===== config.mk =====
export PLATFORM = sky130hd
export DESIGN_NAME = srl_readback
export DESIGN_NICKNAME = d
export VERILOG_FILES = /design/src/rtl/fractcam_pkg.sv /design/src/rtl/srl_rb_packer.sv /design/src/rtl/srl_readback.sv
export SDC_FILE = /design/constraint.sdc
export NUM_CORES = 1
export LEC_CHECK = 0
export BUFFER_PORTS_ARGS = -buffer_cell sky130_fd_sc_hd__buf_2
export CORE_MARGIN = 2
export CORE_UTILIZATION = 30
export CTS_CLUSTER_DIAMETER = 120
export DETAILED_ROUTE_END_ITERATION = 8
export SETUP_SLACK_MARGIN = 0.15
export SYNTH_ARGS = -nofsm -noshare
export SYNTH_HDL_FRONTEND = slang
export SYNTH_SLANG_ARGS = --single-unit

===== constraint.sdc =====
create_clock -name clk -period 1.7 [get_ports clk]
set_input_delay 0.17 -clock clk [delete_from_list [all_inputs] [get_ports clk]]
set_output_delay 0.17 -clock clk [all_outputs]
set_load 0.1 [all_outputs]

===== src/rtl/fractcam_pkg.sv =====
// Shared SRL array geometry, readback FSM state encoding and sweep-size helper.
// Used by both the SRL fill-side counter and srl_readback.
package fractcam_pkg;

  localparam int NUM_SRL_DEF   = 8;
  localparam int SRL_DEPTH_DEF = 32;

  typedef enum logic [2:0] {
    ST_IDLE   = 3'd0,
    ST_SETUP  = 3'd1,
    ST_SAMPLE = 3'd2,
    ST_OUT    = 3'd3,
    ST_DONE   = 3'd4
  } rb_state_t;

  function automatic int beats_per_sweep(input int num_srl, input int srl_depth, input int out_w);
    return (num_srl * srl_depth) / out_w;
  endfunction

endpackage


===== src/rtl/srl_rb_packer.sv =====
// MSB-first shift/pack register for srl_readback: collects OUT_W sampled bits into one beat.
// Optional SRL_RB_PARITY_EN adds a parity bit registered alongside the packed word.
module srl_rb_packer #(
  parameter int OUT_W = 8
) (
  input  logic             clk,
  input  logic             reset,
  input  logic             clear,
  input  logic             shift,
  input  logic             bit_in,
  output logic [OUT_W-1:0] pack,
`ifdef SRL_RB_PARITY_EN
  output logic             par,
`endif
  output logic             full
);

  localparam int CNT_W = (OUT_W > 1) ? $clog2(OUT_W) : 1;

  logic [CNT_W-1:0] cnt;
  logic [OUT_W-1:0] pack_next;

  assign pack_next = {pack[OUT_W-2:0], bit_in};
  // full flags the shift that completes a beat, so the FSM can move to OUT in the same cycle.
  assign full      = shift && (cnt == CNT_W'(OUT_W - 1));

  // NOTE: state registers use non-blocking assignments so every flop samples pre-edge values.
  always_ff @(posedge clk) begin
    if (reset) begin
      pack <= '0;
      cnt  <= '0;
`ifdef SRL_RB_PARITY_EN
      par  <= 1'b0;
`endif
    end else if (clear) begin
      cnt <= '0;
    end else if (shift) begin
      pack <= pack_next;
      cnt  <= full ? '0 : CNT_W'(cnt + 1'b1);
`ifdef SRL_RB_PARITY_EN
      par  <= ^pack_next;
`endif
    end
  end

endmodule


===== src/rtl/srl_readback.sv =====
// Sweeps every SRL tap (sel ascending, addr descending) and streams the bits as OUT_W-bit beats.
// Define SRL_RB_PARITY_EN to add the m_par output (^m_data, valid with m_valid).
module srl_readback
  import fractcam_pkg::*;
#(
  parameter  int NUM_SRL   = NUM_SRL_DEF,
  parameter  int SRL_DEPTH = SRL_DEPTH_DEF,
  parameter  int OUT_W     = 8,
  parameter  int RD_LAT    = 1,
  localparam int SEL_W     = $clog2(NUM_SRL),
  localparam int ADDR_W    = $clog2(SRL_DEPTH)
) (
  input  logic               clk,
  input  logic               reset,
  input  logic               start,
  input  logic               wr,
  output logic [SEL_W-1:0]   srl_sel,
  output logic [ADDR_W-1:0]  srl_addr,
  input  logic [NUM_SRL-1:0] srl_q,
  output logic [OUT_W-1:0]   m_data,
  output logic               m_valid,
  input  logic               m_ready,
  output logic               m_last,
`ifdef SRL_RB_PARITY_EN
  output logic               m_par,
`endif
  output logic               busy,
  output logic               done,
  output logic               err
);

  localparam int          LAT_W    = (RD_LAT > 1) ? $clog2(RD_LAT) : 1;
  localparam logic [ADDR_W-1:0] ADDR_TOP = ADDR_W'(SRL_DEPTH - 1);
  localparam int          NUM_BEATS = beats_per_sweep(NUM_SRL, SRL_DEPTH, OUT_W);
  // With a combinational SRL output there is nothing to wait for, so SETUP is bypassed.
  localparam rb_state_t   FETCH_ST = (RD_LAT == 0) ? ST_SAMPLE : ST_SETUP;

  rb_state_t         state;
  logic [LAT_W-1:0]  lat_cnt;
  logic [SEL_W-1:0]  adv_sel;
  logic [ADDR_W-1:0] adv_addr;
  logic              is_last;
  logic              shift;
  logic              full;

  // Address descends because the oldest written bit sits at the highest tap.
  always_comb begin
    adv_sel  = srl_sel;
    adv_addr = srl_addr - 1'b1;
    if (srl_addr == '0) begin
      adv_sel  = srl_sel + 1'b1;
      adv_addr = ADDR_TOP;
    end
  end

  assign is_last = (srl_sel == SEL_W'(NUM_SRL - 1)) && (srl_addr == '0);
  assign shift   = (state == ST_SAMPLE) && !wr;

  srl_rb_packer #(.OUT_W(OUT_W)) u_packer (
    .clk    (clk),
    .reset  (reset),
    .clear  (state == ST_IDLE),
    .shift  (shift),
    .bit_in (srl_q[srl_sel]),
    .pack   (m_data),
`ifdef SRL_RB_PARITY_EN
    .par    (m_par),
`endif
    .full   (full)
  );

  always_ff @(posedge clk) begin
    if (reset) begin
      state    <= ST_IDLE;
      srl_sel  <= '0;
      srl_addr <= ADDR_TOP;
      lat_cnt  <= '0;
      m_valid  <= 1'b0;
      m_last   <= 1'b0;
      busy     <= 1'b0;
      done     <= 1'b0;
      err      <= 1'b0;
    end else begin
      done <= 1'b0;
      err  <= 1'b0;
      if ((state != ST_IDLE) && wr) begin
        // A fill write corrupts the sweep: drop everything, including an unaccepted beat.
        state    <= ST_IDLE;
        srl_sel  <= '0;
        srl_addr <= ADDR_TOP;
        lat_cnt  <= '0;
        m_valid  <= 1'b0;
        m_last   <= 1'b0;
        busy     <= 1'b0;
        err      <= 1'b1;
      end else begin
        case (state)
          ST_IDLE: begin
            if (start && wr) begin
              err <= 1'b1;
            end else if (start) begin
              state    <= FETCH_ST;
              busy     <= 1'b1;
              srl_sel  <= '0;
              srl_addr <= ADDR_TOP;
              lat_cnt  <= '0;
            end
          end
          ST_SETUP: begin
            if (lat_cnt == LAT_W'(RD_LAT - 1)) begin
              state   <= ST_SAMPLE;
              lat_cnt <= '0;
            end else begin
              lat_cnt <= LAT_W'(lat_cnt + 1'b1);
            end
          end
          ST_SAMPLE: begin
            if (full) begin
              state   <= ST_OUT;
              m_valid <= 1'b1;
              m_last  <= is_last;
            end else begin
              state    <= FETCH_ST;
              srl_sel  <= adv_sel;
              srl_addr <= adv_addr;
            end
          end
          ST_OUT: begin
            if (m_ready) begin
              m_valid <= 1'b0;
              m_last  <= 1'b0;
              if (is_last) begin
                state    <= ST_DONE;
                done     <= 1'b1;
                busy     <= 1'b0;
                srl_sel  <= '0;
                srl_addr <= ADDR_TOP;
              end else begin
                state    <= FETCH_ST;
                srl_sel  <= adv_sel;
                srl_addr <= adv_addr;
              end
            end
          end
          ST_DONE: state <= ST_IDLE;
          default: state <= ST_IDLE;
        endcase
      end
    end
  end

  // Only referenced to keep the sweep-size helper tied to the geometry actually built.
  logic unused_ok;
  assign unused_ok = (NUM_BEATS > 0);

endmodule


## After elaboration in Yosys (flattened, before gate mapping)

Index checks and enable logic that the tools add are counted.

- Flip-flop bits (word level): 28
- Input port bits: 13
- Output and inout port bits: 21
- Word-level logic and storage cells: 95

- $add $sub $neg: 4
- Order comparisons: 1
- Eq/ne operators: 12
- Mux-type cells: 42
- Bitwise gates (word level): 3
- Reductions and logical operators: 22

Operator list:

| cell | number |
|---|---|
| $mux W3 | 12 |
| $mux W5 | 6 |
| $mux W1 | 15 |
| $pmux W5 S3 | 1 |
| $ne A2 B2 Y1 const B | 6 |
| $pmux W3 S4 | 1 |
| $reduce_and A5 Y1 | 2 |
| $pmux W3 S3 | 1 |
| $pmux W1 S2 | 4 |
| $add A3 B1 Y3 const B | 2 |
| $eq A3 B2 Y1 const B | 2 |
| $eq A3 B3 Y1 const B | 2 |
| $reduce_and A3 Y1 | 2 |
| $reduce_bool A2 Y1 | 3 |
| $reduce_bool A3 Y1 | 2 |
| $logic_and A1 B1 Y1 | 5 |
| $logic_not A5 Y1 | 1 |
| $sub A5 B1 Y5 const B | 1 |
| $lt A3 B4 Y1 const B | 1 |
| $reduce_and A4 Y1 | 1 |
| $reduce_or A2 Y1 | 2 |
| $reduce_or A4 Y1 | 1 |
| $bmux W1 S3 | 1 |
| $eq A3 B1 Y1 const B | 1 |
| 7 further kinds | 9 |

## Depth between registers and ports, before layout

- Depth in word-level cells: 5
- Gate-level depth with buffers: 6
- Mapped depth without buffers: 6

## By module

A second synthesis with hierarchy kept.

- Cells, all modules: 147
- Area, all modules: 1355.0 um^2

By module, submodules not included:

| module | instances | cells each | area each (um^2) | sequential area each (um^2) |
|---|---|---|---|---|
| srl_readback | 1 | 95 | 899.6 | 320.3 |
| srl_rb_packer | 1 | 52 | 455.4 | 220.2 |

## Worst setup path after synthesis

Ideal clock, no wire load.

- Kind: reg-to-reg
- Start: register srl_sel[0]
- End: register srl_sel[0]
- Library setup time: 117 ps
- Data arrival time: 1982 ps
- Data required time: 1583 ps
- Slack: -399 ps
- Cell stages (with the launch flop): 7
- Path buffers: 0
- Clock period less this slack: 2099 ps
- Cells stage by stage: dfxtp_1 ha_1 ha_1 nand2_1 nand3_1 nor4_2 a31o_1

- Longest elaborated chain between the ends: 5

RTL lines:

| element | RTL line | RTL |
|---|---|---|
| start: declaration | srl_readback.sv:17 | `output logic [SEL_W-1:0] srl_sel,` |
| start signal: assignment | srl_readback.sv:124 | `srl_sel <= adv_sel;` |
| start signal: assignment | srl_readback.sv:140 | `srl_sel <= adv_sel;` |
| $add A3 B1 Y3 or $eq A3 B3 Y1 (tied branches) | srl_readback.sv:51, srl_readback.sv:56 |  |
| $mux W3 or $logic_and A1 B1 Y1 (tied branches) | srl_readback.sv:50, srl_readback.sv:56 |  |
| $mux W3 | srl_readback.sv:132 | `if (is_last) begin` |
| $mux W3 | srl_readback.sv:129 | `if (m_ready) begin` |
| $pmux W3 S3 * | srl_readback.sv:97 | `case (state)` |

Every way passes the cells marked *; elsewhere a longest branch is shown, timed or not. The select of a mux whose other input is x is not followed.
A chain may end at the register's enable or synchronous reset.

## Worst setup path after layout

- Start: register state[1]
- End: register srl_sel[2]

- Longest elaborated chain between the ends: 5

RTL lines:

| element | RTL line | RTL |
|---|---|---|
| start: declaration | srl_readback.sv:38 | `rb_state_t state;` |
| start signal: assignment | srl_readback.sv:74 | `state <= ST_IDLE;` |
| start signal: assignment | srl_readback.sv:88 | `state <= ST_IDLE;` |
| start signal: assignment | srl_readback.sv:102 | `state <= FETCH_ST;` |
| $eq A3 B2 Y1 | srl_readback.sv:57, srl_readback.sv:97 |  |
| $logic_and A1 B1 Y1 | srl_readback.sv:57 | `assign shift = (state == ST_SAMPLE) && !wr;` |
| $logic_and A1 B1 Y1 | srl_rb_packer.sv:25 | `assign full = shift && (cnt == CNT_W'(OUT_W - 1));` |
| $ne A2 B2 Y1 (no source line) | -- |  |
| $reduce_and A5 Y1 (no source line) | -- |  |

Several ways; a longest one is shown, not always the timed one.

==> flow_summary_export.csv <==
group,metric,value,unit
critical_path,cpPeakStageDelay,0.56,ns
outcome,outcome,"finished, final reports clean",
routing,route.final.wire_length,3330,um
logic_synthesis,post_synth_and_or_nand_nor_area_fraction,0.274,
cells_and_area,layout_cells_sized_above_1,0.438,
die,placementRows,24,
cts,clock_path_buffers,2,
grt,track_usage,0.136,
worst_hold_path,hold-path-cell-count,3,
critical_path,critical_path.startpoint_type,"flip-flop",
sta,clock.fmax,601,MHz
place,globalplace.congestion,0.873,
routing,ant_nets,0,
logic_synthesis,syn-instance-count,150,
worst_hold_path,holdCritPathClass,"in2reg",
critical_path,rr_startpoint,"state[1]",
cells_and_area,design.final.nets,213,
die,io-pin-count,34,
critical_path,critical_path.endpoint_type,"flip-flop",
logic_synthesis,post_synth_design_cell_area,1360,um^2
logic_synthesis,yosys-mux-area-fraction,0.0405,
logic_synthesis,synth_top_flop_cell,"sky130_fd_sc_hd__dfxtp_1",
routing,initialDrtViolationCount,50,
critical_path,cp_top_family,"simple AND/OR/NAND/NOR gates",
routing,vias_per_cell,5.19,
sta,relSlewSlack,0.675,
place,io_buffers,33,
grt,antenna_found_initial,0,
critical_path,critPathKind,"reg2reg",
routing,wl_per_cell,13.5,um
sta,final_hold_viol_count,0,
sta,post-route-min-period,1.66,ns
logic_synthesis,synth_enable_flop_cells,0,
logic_synthesis,synth_fa_ha_area_frac,0.0460,
logic_synthesis,share_of_the_synthesized_area_in_compound_gates_ao_oa_aoi_oai,0.199,
job,maxcap_viol_count,0,
cts,holdBufCountCts,0,
routing,remaining_drc_errors,0,
cts,cts_root_buffer,"sky130_fd_sc_hd__clkbuf_8",
logic_synthesis,yosys_warnings,0,
critical_path,ff2ff_path_depth,5,
sta,finalSetupViolations,0,
sta,fin_crit_sh,0.979,
sta,worst_max_slew_pin_slew,0.491,ns
cts,clock_latency_at_the_later_pin_of_the_worst_skew_pair,0.28,ns
cts,tritoncts,"yes",
sta,grt_setup_unrepaired,"true",
logic_synthesis,synthArstFlopShare,0,
logic_synthesis,dominant_combinational_cell_family_by_area_after_synthesis,"simple AND/OR/NAND/NOR gates",
cts,clock_tree.htree_level_count,1,
grt,first_global_vias,1152,
logic_synthesis,synth.distinct_cells,40,
logic_synthesis,synth-seq-cells,27,
die,initial_core_util,0.312,
cells_and_area,final_core_utilization,0.415,
critical_path,reg2reg_slack,0.04,ns
sta,skew,0.00526,ns
logic_synthesis,nets_in_the_synthesized_netlist,168,
cells_and_area,most_frequent_cells_in_the_layout,"sky130_fd_sc_hd__buf_2 (33), sky130_fd_sc_hd__nand2_1 (22), sky130_fd_sc_hd__a21oi_1 (17)",
sta,slew_viol_final,0,
critical_path,crit_path_max_fanout,9,
critical_path,critical-path-slowest-cell,"sky130_fd_sc_hd__or4b_4",
cts,cts_inserted_buffers,3,
power,p_leak,0.696,nW
cells_and_area,final_common_cell,"sky130_fd_sc_hd__buf_2",
grt,grt_start_max_net_pins,17,
die,chipWidth,71.3,um
logic_synthesis,yosysSeqAreaShare,0.397,
logic_synthesis,synth-xor-area-share,0,
critical_path,worstSetupStartpoint,"state[1]",
grt,grt_first_pass_wirelength,5560,um
die,floorplan.die.height,71.3,um
cells_and_area,area_growth_syn_to_layout,32.9,%
grt,grt_overflow_total,0,
die,die_area,5090,um^2
cts,clock_sinks,27,
power,cellPowerDensity,666,nW/um^2
cells_and_area,antenna_cells_inserted,0,
worst_hold_path,timing.hold.worst.start,"start",
critical_path,terminus_of_the_critical_flop_to_flop_path,"srl_sel[2]",
routing,num_vias,1276,
sta,fin_worst_hold_slack,0.201,ns
critical_path,path_cells,"or4b_4, o311ai_4, buf_4, o211ai_4, a32o_1",
critical_path,worstPathRequired,1.88,ns
critical_path,buffering_stage_count_on_the_worst_path_with_inverters_included,1,
routing,detailedRoute.firstPassIterationCount,4,
cts,cts.clk_slew.worst_paths,0.10,ns
worst_hold_path,min_delay_worst_endpoint,"err",
logic_synthesis,synthesis.area_per_instance,9.07,um^2
die,design.core.area,4350,um^2
critical_path,cp_data_arrival_time,1.84,ns
place,placed_wire_length_estimate,2420,um
power,worst_ir_drop_vdd,0.278,mV
==> how the worst max path moves through the flow <==
stage / endpoint / slack (ns) / depth (start not counted)
2_1_floorplan: srl_sel[1] / 0.08 / 6
3_5_place_dp: srl_sel[1] / -0.0009 / 6
4_1_cts: srl_sel[2] / 0.07 / 6
3_3_place_gp: srl_sel[1] / 0.0003 / 6
6_report: srl_sel[2] / 0.04 / 5
5_1_grt: srl_sel[2] / -0.01 / 7
==> stage by stage <==
stage	instances	area (um^2)	setup TNS, ns	setup slack [ns]	total power, mW
CTS	244	1770	0	0.0656	1.21
finish	246	1810	0	0.0365	1.20
floorplan	150	1440	0	0.0754	0.775
detailed placement	239	1710	-0.000863	-0.000863	0.821
global placement	239	1710	0	0.000268	0.822
global route	246	1810	-0.0149	-0.0124	1.26
==> cells in the mapped netlist (all sizes together) (2+ instances only) <==
library cell	number	area share
a21oi	17	0.063
a22oi	2	0.011
a31oi	2	0.0092
a32o	2	0.015
buf	6	0.027
clkbuf	2	0.0055
dfxtp	27	0.40
ha	5	0.046
inv	4	0.011
mux4	2	0.033
nand2	22	0.061
nand2b	3	0.014
nand3	6	0.022
nand3b	2	0.011
nand4	2	0.0092
nor2	7	0.019
nor2b	2	0.0092
nor3	9	0.037
nor3b	4	0.022
nor4	2	0.014
o21ai	4	0.015
o311ai	3	0.032
or3	3	0.014
==> layout make-up <==
type | count | area [um^2]
fill | 440 | 2550
multi-input combinational | 111 | 833
sequential | 27 | 566
timing repair buffer | 48 | 278
tap | 52 | 65.1
clock buffer | 3 | 41.3
inverter | 4 | 17.5
clock inverter | 1 | 7.51
==> layer usage <==
| metal | GRT usage | share of wire | vias up |
|---|---|---|---|
| met5 | 0 | 0 | - |
| met4 | 0.0524 | 0.015 | 0 |
| met3 | 0.0225 | 0.041 | 4 |
| met2 | 0.207 | 0.47 | 29 |
| met1 | 0.194 | 0.48 | 604 |
| li1 | - | - | 639 |
==> worst reg2reg max path: stages, from the launching register on <==
cell                       delay [ns]
sky130_fd_sc_hd__dfxtp_2         0.39
sky130_fd_sc_hd__or4b_4          0.57
sky130_fd_sc_hd__o311ai_4        0.11
sky130_fd_sc_hd__buf_4           0.17
sky130_fd_sc_hd__o211ai_4        0.07
sky130_fd_sc_hd__a32o_1          0.26
==> what timing repair did <==
item / CTS / global route
setup buffers: 1 / 2
gates cloned: 0 / 0
resized for setup: 2 / 8
pin swaps: 8 / 4
setup endpoints to repair: 11 / 17
==> cell families (layout without fill, tap and decap cells) <==
logic type,count (synthesis),after routing
AO/OA/AOI/OAI,36,36
flip-flops,27,27
multiplexers,3,3
AND/OR/NAND/NOR,67,67
adder cells (fa/ha/maj),5,5
buffers and inverters,12,56
==> flip-flops by register name, summed over array words and instances, names as in the netlist <==
register / cells
err: 1
done: 1
m_last: 1
u_packer.pack: 8
srl_addr: 5
busy: 1
u_packer.cnt: 3
state: 3
srl_sel: 3
m_valid: 1
==> where the power goes <==
group,total [mW],switching [mW],internal (mW)
registers,0.644,0.00870,0.636
logic,0.174,0.109,0.0652
clock network,0.385,0.218,0.167
total,1.20,0.336,0.867
Power figures use the tool's default switching activity.
